## src/rtl/emmc_card_cmd_responder_pkg.sv

```systemverilog
// Shared JEDEC eMMC CMD-line constants and types for the card and host engines.
package jedec_p;

  localparam int unsigned CMD_FRAME_LEN = 48;
  localparam logic [6:0]  CRC7_POLY     = 7'h09;
  localparam logic [5:0]  R3_IDX        = 6'h3F;
  localparam logic [6:0]  R3_CRC        = 7'h7F;

  // Encoding 3 is not named and is handled as RSP_NONE.
  typedef enum logic [1:0] {
    RSP_NONE = 2'd0,
    RSP_R1   = 2'd1,
    RSP_R3   = 2'd2
  } rsp_kind_e;

  typedef enum logic [2:0] {
    ST_IDLE,
    ST_RX,
    ST_CHECK,
    ST_WAIT_RSP,
    ST_TX
  } card_state_e;

  // One serial CRC7 step (x^7 + x^3 + 1), MSB-first data.
  function automatic logic [6:0] crc7_step(input logic [6:0] crc, input logic din);
    logic fb;
    fb = din ^ crc[6];
    return {crc[5:0], 1'b0} ^ (fb ? CRC7_POLY : 7'h00);
  endfunction

endpackage

```

## src/rtl/emmc_card_cmd_responder_crc7.sv

```systemverilog
// Serial CRC7 generator for the eMMC CMD line.
module emmc_crc7
  import jedec_p::*;
(
  input  logic       clk_i,
  input  logic       arst_i,
  input  logic       clr_i,
  input  logic       en_i,
  input  logic       bit_i,
  output logic [6:0] crc_o
);

  // clr together with en restarts the CRC from zero with this bit as the first one.
  always_ff @(posedge clk_i) begin
    if (arst_i) begin
      crc_o <= '0;
    end else if (en_i) begin
      crc_o <= crc7_step(clr_i ? 7'h00 : crc_o, bit_i);
    end else if (clr_i) begin
      crc_o <= '0;
    end
  end

endmodule

```

## src/rtl/emmc_card_cmd_responder.sv

```systemverilog
// Card-side eMMC CMD line: receives 48-bit host commands, answers with R1/R3.
module emmc_card_cmd_responder
  import jedec_p::*;
#(
  parameter int unsigned NCR     = 2,
  parameter int unsigned NCR_MAX = 64
) (
  input  logic        clk_i,
  input  logic        arst_i,
  input  logic        cmd_i,
  output logic        cmd_o,
  output logic        cmd_oe_o,
  output logic        cmd_valid_o,
  output logic [5:0]  cmd_idx_o,
  output logic [31:0] cmd_arg_o,
  output logic        cmd_crc_err_o,
  input  logic        rsp_valid_i,
  output logic        rsp_ready_o,
  input  logic [1:0]  rsp_kind_i,
  input  logic [5:0]  rsp_idx_i,
  input  logic [31:0] rsp_arg_i,
  output logic        busy_o
);

  if (NCR < 2) begin : g_bad_ncr
    $error("emmc_card_cmd_responder: NCR must be at least 2");
  end
  if (NCR_MAX <= NCR) begin : g_bad_ncr_max
    $error("emmc_card_cmd_responder: NCR_MAX must exceed NCR");
  end

  localparam int unsigned WCW      = $clog2(NCR_MAX + 2);
  localparam logic [5:0]  LAST_BIT = 6'(CMD_FRAME_LEN - 1);
  localparam logic [5:0]  CRC_BITS = 6'(CMD_FRAME_LEN - 8);

  card_state_e     state_q, state_d;
  logic [5:0]      bit_cnt_q;
  logic [46:0]     rx_sr_q;
  logic            frame_ok_q, crc_ok_q;
  logic [WCW-1:0]  wait_cnt_q;
  logic            rsp_held_q;
  logic            tx_r3_q;
  logic [39:0]     tx_sr_q;
  logic [5:0]      tx_cnt_q;
  logic [6:0]      rx_crc, tx_crc;

  logic [47:0]     rx_frame;
  logic            rx_last, rx_frame_ok, rx_crc_ok;
  logic            cmd_good, rsp_hs, rsp_none, ncr_reached, timeout;

  assign rx_frame    = {rx_sr_q, cmd_i};
  assign rx_last     = (state_q == ST_RX) && (bit_cnt_q == LAST_BIT);
  assign rx_frame_ok = ~rx_frame[47] & rx_frame[46] & rx_frame[0];
  assign rx_crc_ok   = (rx_frame[7:1] == rx_crc);
  assign cmd_good    = (state_q == ST_CHECK) && frame_ok_q && crc_ok_q;
  assign rsp_hs      = rsp_valid_i & rsp_ready_o;
  assign rsp_none    = !((rsp_kind_i == RSP_R1) || (rsp_kind_i == RSP_R3));
  // wait_cnt_q counts cycles since the end bit, so TX may start next cycle once it reaches NCR-1.
  assign ncr_reached = (32'(wait_cnt_q) + 32'd1) >= NCR;
  assign timeout     = (32'(wait_cnt_q) == NCR_MAX);

  emmc_crc7 u_rx_crc (
    .clk_i  (clk_i),
    .arst_i (arst_i),
    .clr_i  (state_q == ST_IDLE),
    .en_i   (((state_q == ST_IDLE) && !cmd_i) ||
             ((state_q == ST_RX) && (bit_cnt_q < CRC_BITS))),
    .bit_i  (cmd_i),
    .crc_o  (rx_crc)
  );

  emmc_crc7 u_tx_crc (
    .clk_i  (clk_i),
    .arst_i (arst_i),
    .clr_i  (rsp_hs),
    .en_i   ((state_q == ST_TX) && (tx_cnt_q < CRC_BITS)),
    .bit_i  (tx_sr_q[39]),
    .crc_o  (tx_crc)
  );

  // State register.
  always_ff @(posedge clk_i) begin
    if (arst_i) state_q <= ST_IDLE;
    else        state_q <= state_d;
  end

  // Next-state logic; a handshake in the timeout cycle still wins.
  always_comb begin
    state_d = state_q;
    unique case (state_q)
      ST_IDLE: if (!cmd_i) state_d = ST_RX;
      ST_RX:   if (rx_last) state_d = ST_CHECK;
      ST_CHECK, ST_WAIT_RSP: begin
        if ((state_q == ST_CHECK) && !(frame_ok_q && crc_ok_q)) begin
          state_d = ST_IDLE;
        end else if (rsp_held_q) begin
          if (ncr_reached) state_d = ST_TX;
        end else if (rsp_hs) begin
          if (rsp_none)         state_d = ST_IDLE;
          else if (ncr_reached) state_d = ST_TX;
          else                  state_d = ST_WAIT_RSP;
        end else if (timeout) begin
          state_d = ST_IDLE;
        end else begin
          state_d = ST_WAIT_RSP;
        end
      end
      ST_TX:   if (tx_cnt_q == LAST_BIT) state_d = ST_IDLE;
      default: state_d = ST_IDLE;
    endcase
  end

  // Outputs decoded from state; ready is offered already in CHECK so a controller
  // answering alongside cmd_valid_o meets the minimum NCR latency.
  always_comb begin
    cmd_o         = 1'b1;
    cmd_oe_o      = 1'b0;
    cmd_valid_o   = (state_q == ST_CHECK) && frame_ok_q;
    cmd_crc_err_o = (state_q == ST_CHECK) && frame_ok_q && !crc_ok_q;
    rsp_ready_o   = (cmd_good || (state_q == ST_WAIT_RSP)) && !rsp_held_q;
    busy_o        = (state_q != ST_IDLE);
    if (state_q == ST_TX) begin
      cmd_oe_o = 1'b1;
      if (tx_cnt_q < CRC_BITS)      cmd_o = tx_sr_q[39];
      else if (tx_cnt_q < LAST_BIT) cmd_o = tx_r3_q ? 1'b1 : tx_crc[3'd6 - tx_cnt_q[2:0]];
      else                          cmd_o = 1'b1;
    end
  end

  // Receive shifter, command capture, response capture and transmit shifter.
  always_ff @(posedge clk_i) begin
    if (arst_i) begin
      bit_cnt_q  <= '0;
      rx_sr_q    <= '0;
      frame_ok_q <= 1'b0;
      crc_ok_q   <= 1'b0;
      wait_cnt_q <= '0;
      rsp_held_q <= 1'b0;
      tx_r3_q    <= 1'b0;
      tx_sr_q    <= '0;
      tx_cnt_q   <= '0;
      cmd_idx_o  <= '0;
      cmd_arg_o  <= '0;
    end else begin
      unique case (state_q)
        ST_IDLE: begin
          bit_cnt_q  <= 6'd1;
          rsp_held_q <= 1'b0;
          rx_sr_q    <= {rx_sr_q[45:0], cmd_i};
        end
        ST_RX: begin
          bit_cnt_q <= bit_cnt_q + 6'd1;
          rx_sr_q   <= {rx_sr_q[45:0], cmd_i};
          if (rx_last) begin
            frame_ok_q <= rx_frame_ok;
            crc_ok_q   <= rx_crc_ok;
            wait_cnt_q <= WCW'(1);
            if (rx_frame_ok) begin
              cmd_idx_o <= rx_frame[45:40];
              cmd_arg_o <= rx_frame[39:8];
            end
          end
        end
        ST_CHECK, ST_WAIT_RSP: begin
          wait_cnt_q <= wait_cnt_q + WCW'(1);
          if (rsp_hs) begin
            rsp_held_q <= 1'b1;
            tx_r3_q    <= (rsp_kind_i == RSP_R3);
            tx_sr_q    <= {2'b00, (rsp_kind_i == RSP_R3) ? R3_IDX : rsp_idx_i, rsp_arg_i};
            tx_cnt_q   <= '0;
          end
        end
        ST_TX: begin
          tx_cnt_q <= tx_cnt_q + 6'd1;
          tx_sr_q  <= {tx_sr_q[38:0], 1'b0};
        end
        default: ;
      endcase
    end
  end

endmodule

```

## config.mk

```make
export PLATFORM = sky130hd
export DESIGN_NAME = emmc_card_cmd_responder
export DESIGN_NICKNAME = d
export VERILOG_FILES = /design/src/rtl/emmc_card_cmd_responder_pkg.sv /design/src/rtl/emmc_card_cmd_responder_crc7.sv /design/src/rtl/emmc_card_cmd_responder.sv
export SDC_FILE = /design/constraint.sdc
export NUM_CORES = 1
export LEC_CHECK = 0
export BUFFER_PORTS_ARGS = -buffer_cell sky130_fd_sc_hd__buf_2
export CAP_MARGIN = 20
export CORE_MARGIN = 10
export CORE_UTILIZATION = 35
export CTS_CLUSTER_SIZE = 8
export DETAILED_ROUTE_END_ITERATION = 7
export PLACE_DENSITY = 0.64
export SYNTH_ARGS = -nofsm -noshare
export SYNTH_HDL_FRONTEND = slang
export SYNTH_SLANG_ARGS = --single-unit
```

## constraint.sdc

```tcl
create_clock -name clk_i -period 2.51 [get_ports clk_i]
set_clock_uncertainty 0.05 [all_clocks]
set_input_delay 0.502 -clock clk_i [delete_from_list [all_inputs] [get_ports clk_i]]
set_output_delay 0.502 -clock clk_i [all_outputs]
set_load 0.05 [all_outputs]
```

# Yosys cells after proc, flatten, opt, wreduce, memory -nomap -nowiden
# Cells that the tools add are included.
dict set report classes {
  addsub 5
  n_mul 0
  div_mod_pow 0
  magnitude_cmp 5
  n_eq_ne 15
  n_shift 0
  mux 34
  n_bitwise 8
  reduce_logical 32
}
# op n
set ops {}
lappend ops {{one-hot mux 40 bit (2 select lines)} 1}
lappend ops {{2-to-1 mux 40 bit} 1}
lappend ops {{2-to-1 mux 7 bit} 5}
lappend ops {{2-to-1 mux 3 bit} 9}
lappend ops {{one-hot mux 6 bit (2 select lines)} 2}
lappend ops {{less-than comparator 6 bit, second input constant} 3}
lappend ops {{one-hot mux 7 bit (2 select lines)} 1}
lappend ops {{bitwise XOR 7 bit} 2}
lappend ops {{adder 6 x 1 -> 6 bit, second input constant} 2}
lappend ops {{equality test 6 bit, second input constant} 2}
lappend ops {{2-to-1 mux 6 bit} 2}
lappend ops {{one-hot mux 3 bit (4 select lines)} 1}
lappend ops {{logical AND 1 bit} 10}
lappend ops {{AND reduction 2 bit} 5}
lappend ops {{adder 7 x 1 -> 8 bit, second input constant} 1}
lappend ops {{>= comparator 8 x 2 -> 1 bit, second input constant} 1}
lappend ops {{2-to-1 mux 4 bit} 2}
lappend ops {{nonzero test 2 bit} 4}
lappend ops {{adder 7 x 1 -> 7 bit, second input constant} 1}
lappend ops {{equality test 7 bit} 1}
lappend ops {{equality test 7 bit, second input constant} 1}
lappend ops {{2-to-1 mux 1 bit} 7}
lappend ops {{equality test 3 x 2 -> 1 bit, second input constant} 2}
lappend ops {{inequality test 2 bit, second input constant} 3}
lappend ops {{other kinds (21)} 30}
dict set report word_totals {
  regBits 165
  latch_bits 0
  ram_bits 0
  rom_bits 0
  in_bits 44
  out_inout_bits 44
  elab_cells 113
  mem_count 0
}

# Longest topological paths before layout
dict set report depth {
  ltp_word 11
  ltp_mapped 8
  ltp_nobuf 7
}

# Hierarchy
# From an unflattened synthesis, not the netlist that was laid out.
dict set report hier_totals {
  cells_unflattened 860
  area_unflattened_um2 6821.5
}
# module instances cells_per_inst area_per_inst_um2 seq_area_each_um2
set modules_own_cells {}
lappend modules_own_cells {emmc_card_cmd_responder 1 792 6168.4 3022.9}
lappend modules_own_cells {emmc_crc7 2 34 326.6 140.1}

# Least setup slack after synthesis
# OpenSTA, ideal clock, no wires.
dict set report synth_timing {
  path_type {reg-to-output}
  from {register state_q[2]}
  to {output port cmd_crc_err_o}
  arrival_ps 2659
  required_time_ps 1958
  setup_slack_ps -701
  path_stages_with_launch 5
  path_buffers 1
  cell_sequence {dfxtp_1 -> buf_2 -> nand2b_1 -> nor3b_1 -> nor2b_1}
}
dict set report synth_between {
  elab_chain_cells 3
}
# item line_no
set synth_rtl {}
lappend synth_rtl {{start: declaration} emmc_card_cmd_responder.sv:36} ;# card_state_e state_q, state_d;
lappend synth_rtl {{start signal: assignment} emmc_card_cmd_responder.sv:84} ;# else state_q <= state_d;
lappend synth_rtl {{equality test 3 x 2 -> 1 bit} --}
lappend synth_rtl {{logical AND 1 bit} --}
lappend synth_rtl {{named net cmd_valid_o} emmc_card_cmd_responder.sv:13} ;# output logic cmd_valid_o,
lappend synth_rtl {{logical AND 1 bit} emmc_card_cmd_responder.sv:119} ;# cmd_crc_err_o = (state_q == ST_CHECK) && frame_ok_q && !crc_ok_q;
lappend synth_rtl {{end: declaration} emmc_card_cmd_responder.sv:16} ;# output logic cmd_crc_err_o,
# The timed path passes the listed nets, and every way through them passes these cells.

# Worst setup path in the final report
dict set report layout_timing {
  from {register tx_cnt_q[0]}
  to {output port cmd_o}
}
dict set report layout_between {
  elab_chain_cells 7
  word_cells_on_any_way 9
  classes_between {add/sub: 1; order compare: 2; mux: 6}
}
# item line_no
set layout_rtl {}
lappend layout_rtl {{start: declaration} emmc_card_cmd_responder.sv:44} ;# logic [5:0] tx_cnt_q;
lappend layout_rtl {{start signal: assignment} emmc_card_cmd_responder.sv:174} ;# tx_cnt_q <= tx_cnt_q + 6'd1;
lappend layout_rtl {{subtractor 3 bit} emmc_card_cmd_responder.sv:125} ;# else if (tx_cnt_q < LAST_BIT) cmd_o = tx_r3_q ? 1'b1 : tx_crc[3'd6 - tx_cnt_q[2:0]];
lappend layout_rtl {{binary-select mux 1 bit (select 3 bit)} emmc_card_cmd_responder.sv:125}
lappend layout_rtl {{2-to-1 mux 1 bit (not written as such)} emmc_card_cmd_responder.sv:125}
lappend layout_rtl {{2-to-1 mux 1 bit (2 in series)} emmc_card_cmd_responder.sv:125}
lappend layout_rtl {{2-to-1 mux 1 bit (*)} emmc_card_cmd_responder.sv:124} ;# if (tx_cnt_q < CRC_BITS) cmd_o = tx_sr_q[39];
lappend layout_rtl {{2-to-1 mux 1 bit (*)} emmc_card_cmd_responder.sv:122} ;# if (state_q == ST_TX) begin
lappend layout_rtl {{end: declaration} emmc_card_cmd_responder.sv:11} ;# output logic cmd_o,
# Every way passes the cells marked *; elsewhere a longest branch is shown, timed or not. The select of a mux whose other input is x is not followed.

==> results_dict.tcl <==
set metrics [dict create \
    cts_buffers 17 \
    ys_seq_area_frac 0.500 \
    crit_fanout 7 \
    die_h_um 157 \
    drv_cap 0 \
    endpoint_kind "output port" \
    antenna_found_initial 0 \
    yosysTopAreaCellShare 0.500 \
    placed_cell_area_um2 7240 \
    grt_start_max_net_pins 77 \
    reg2reg_slack_ns 0.49 \
    wire_per_inst_um 13.9 \
    synthesis.nets 858 \
    finalHoldViolCount 0 \
    crit_slowest_cell "dfxtp_4" \
    timing.rr.end "tx_sr_q[35]$_SDFFE_PP0P_" \
    synth_edf_count 0 \
    min_path_cells 3 \
    worst_slack_ns -0.123 \
    vias 5594 \
    place.gp.congestion 0.799 \
    cts-root-buf "clkbuf_16" \
    die_w_um 157 \
    crit_chain "ha_4, mux4_2, mux2_4, nor3_4, nor3_2, buf_6" \
    worstSetupPathType "reg2out" \
    routed_via_density 5.00 \
    yosys_most_used_dff "dfxtp_1" \
    rsz0062_at_grt "yes" \
    vdd.ir_drop.worst_mv 0.447 \
    cp.arrival_ns 2.08 \
    violations "negative setup slack" \
    numPortBuffers 87 \
    setup_viol 1 \
    drt_iter0_markers 340 \
    status "finished with violations" \
    yosys-top-cells-area "dfxtp_1 (50%), nand2_1 (13%), a21oi_1 (10%)" \
    start_util 0.354 \
    min_to "tx_sr_q[0]$_SDFFE_PP0P_" \
    crit_buf_inv 1 \
    period_needed_ns 2.63 \
    synth_warnings 0 \
    drt_first_pass_iters 6 \
    htreeDepth 4 \
    n_antenna_cell 0 \
    syn_area_um2 6610 \
    wirelength_um 15600 \
    grt_pass1_wl_um 25400 \
    postSynthAreaPerCell_um2 8.18 \
    synth_top_cell_by_area "dfxtp_1" \
    grt_overflow 0 \
    gr-usage-all-layers 0.123 \
    min_from "rsp_arg_i[0]" \
    period_share 1.05 \
    die_area_um2 24800 \
    syn_inst 808 \
    place_hpwl_um 9920 \
    start_kind "flop" \
    max-slew-margin-rel 0.493 \
    insertion_delay_ns 0.42 \
    final_area_um2 7880 \
    reg2reg_depth 7 \
    clockBufferDepth 2 \
    drc_errors 0 \
    power_leakage_nw 2.90 \
    tightest_slew_ns 0.758 \
    finalMaxSlewViolations 0 \
    grt_pass1_vias 5209 \
    ys_types 49 \
    io_pins 88 \
    async_flop_share 0 \
    area_growth_pct 19.2 \
    path_clk_slew_ns 0.06 \
    drive_gt1_frac 0.174 \
    r2r-start "state_q[0]$_SDFFE_PP0P_" \
    hold_class "in2reg" \
    cts_hold_buf 0 \
    p_per_area_nw_per_um2 684 \
    worst_hold_slack_ns 0.277 \
    cts_tree "done" \
    cts.sinks 165 \
    crit_path_max_incr_delay_ns 0.37 \
    path_delay_family "multiplexers" \
    fin_nets 922 \
    core_area_um2 18600 \
    fmax_ghz 0.380 \
    required_ns 1.96 \
    placementRows 50 \
    ant_nets 0 \
    ys_ff_latch 165 \
]
==> cells by family after synthesis <==
group | Yosys count | share of synthesized area
flip-flops | 165 | 0.500
AO/OA/AOI/OAI | 208 | 0.180
XOR/XNOR | 12 | 0.0159
AND/OR/NAND/NOR | 339 | 0.222
buffers and inverters | 61 | 0.0422
adder cells (fa/ha/maj) | 6 | 0.0114
multiplexers | 17 | 0.0282
==> timing repair <==
action	4_1_cts	5_1_grt
cloned	0	0
resized for setup	7	5
setup endpoints to repair	1	1
buffers inserted	0	0
endpoints found under the hold margin	0	0
==> final cells by class <==
| cell class | instances | area, µm² |
|---|---|---|
| Multi-Input combinational cell | 582 | 3080 |
| Sequential cell | 165 | 3310 |
| Tap cell | 234 | 293 |
| Clock buffer | 18 | 439 |
| Fill cell | 1888 | 10800 |
| Timing Repair Buffer | 101 | 587 |
| Inverter | 5 | 18.8 |
| Clock inverter | 13 | 150 |
==> cells in the mapped netlist (2+ instances only) <==
| master | n |
|---|---|
| o22ai_1 | 6 |
| buf_6 | 3 |
| o21ai_0 | 8 |
| nor2_4 | 2 |
| buf_2 | 16 |
| a31oi_1 | 4 |
| nor2_1 | 37 |
| dfxtp_1 | 165 |
| a22oi_1 | 37 |
| nand2_1 | 227 |
| clkbuf_1 | 24 |
| nand3_1 | 19 |
| nand2b_1 | 6 |
| a41oi_1 | 2 |
| a21o_1 | 2 |
| mux2_2 | 3 |
| nor3b_1 | 3 |
| and3_1 | 4 |
| xor2_1 | 3 |
| mux2i_1 | 13 |
| xnor2_1 | 9 |
| a21oi_1 | 137 |
| nand4_1 | 3 |
| a311oi_1 | 3 |
| inv_1 | 4 |
| ha_1 | 6 |
| buf_4 | 2 |
| nor3_1 | 20 |
| nor2b_1 | 3 |
| buf_1 | 11 |
| or3_1 | 3 |
| o21a_1 | 4 |
| o21bai_1 | 3 |
==> how the worst max path moves through the flow <==
stage                                        start             to  slack [ns]  depth (start not counted)
final                     tx_cnt_q[0]$_SDFFE_PP0P_          cmd_o       -0.12                          6
after detailed placement  tx_cnt_q[0]$_SDFFE_PP0P_          cmd_o        0.13                          6
after CTS                 tx_cnt_q[0]$_SDFFE_PP0P_          cmd_o       -0.09                          6
after floorplan            state_q[2]$_SDFFE_PP0P_  cmd_crc_err_o       -0.18                          4
after global placement    tx_cnt_q[0]$_SDFFE_PP0P_          cmd_o        0.17                          6
after global routing      tx_cnt_q[0]$_SDFFE_PP0P_          cmd_o       -0.16                          6
==> sequential cells by signal, summed over array words and instances, names as in the netlist <==
signal and count:
wait_cnt_q 7, tx_cnt_q 6, frame_ok_q 1, tx_r3_q 1
crc_ok_q 1, u_rx_crc.crc_o 7, bit_cnt_q 6, cmd_arg_o 32
state_q 3, tx_sr_q 40, rsp_held_q 1, cmd_idx_o 6
rx_sr_q 47, u_tx_crc.crc_o 7
==> placed cells by master, fill, tap and decap left out, types with 4 or more instances in the layout <==
master / count
nand2_1: 227
dfxtp_1: 163
a21oi_1: 137
buf_2: 85
nor2_1: 37
a22oi_1: 37
nand3_1: 19
nor3_1: 18
clkbuf_16: 17
mux2i_1: 12
buf_4: 12
xnor2_1: 9
o21ai_0: 7
nand2b_1: 6
o22ai_1: 6
ha_1: 5
inv_1: 4
and3_1: 4
a31oi_1: 4
o21a_1: 4
==> where the power goes <==
part,total (mW),internal [mW],switching [mW]
Sequential,2.63,2.62,0.00644
Clock,2.62,1.50,1.11
Combinational,0.135,0.0509,0.0845
Total,5.38,4.18,1.21
==> metrics by stage <==
step / setup TNS, ns / total power [mW] / cells / setup WS (ns) / utilization
final: -0.123 / 5.38 / 1118 / -0.123 / 0.422
after global routing: -0.161 / 5.57 / 1118 / -0.161 / 0.422
after CTS: -0.0923 / 5.46 / 1118 / -0.0923 / 0.422
after detailed placement: 0 / 2.83 / 1087 / 0.134 / 0.388
after global placement: 0 / 2.83 / 1087 / 0.167 / 0.388
after floorplan: -0.184 / 2.76 / 808 / -0.184 / -
==> layer usage <==
layer / wire, µm / GRT usage / up-vias / share of wire
met3: 506 / 0.0295 / 15 / 0.033
li1: - / - / 2886 / -
met4: 189 / 0.0432 / 0 / 0.012
met1: 7460 / 0.158 / 2623 / 0.48
met2: 7400 / 0.198 / 70 / 0.48
met5: 0 / 0 / - / 0
==> worst reg2reg max path, delay by kind of cell (launching register included) <==
family | cells | cell delay, ns
AO/OA/AOI/OAI | 2 | 0.37
buffers and inverters | 2 | 0.56
flip-flops | 1 | 0.32
AND/OR/NAND/NOR | 3 | 0.60
No activity file was read; power rests on OpenSTA's default activity.
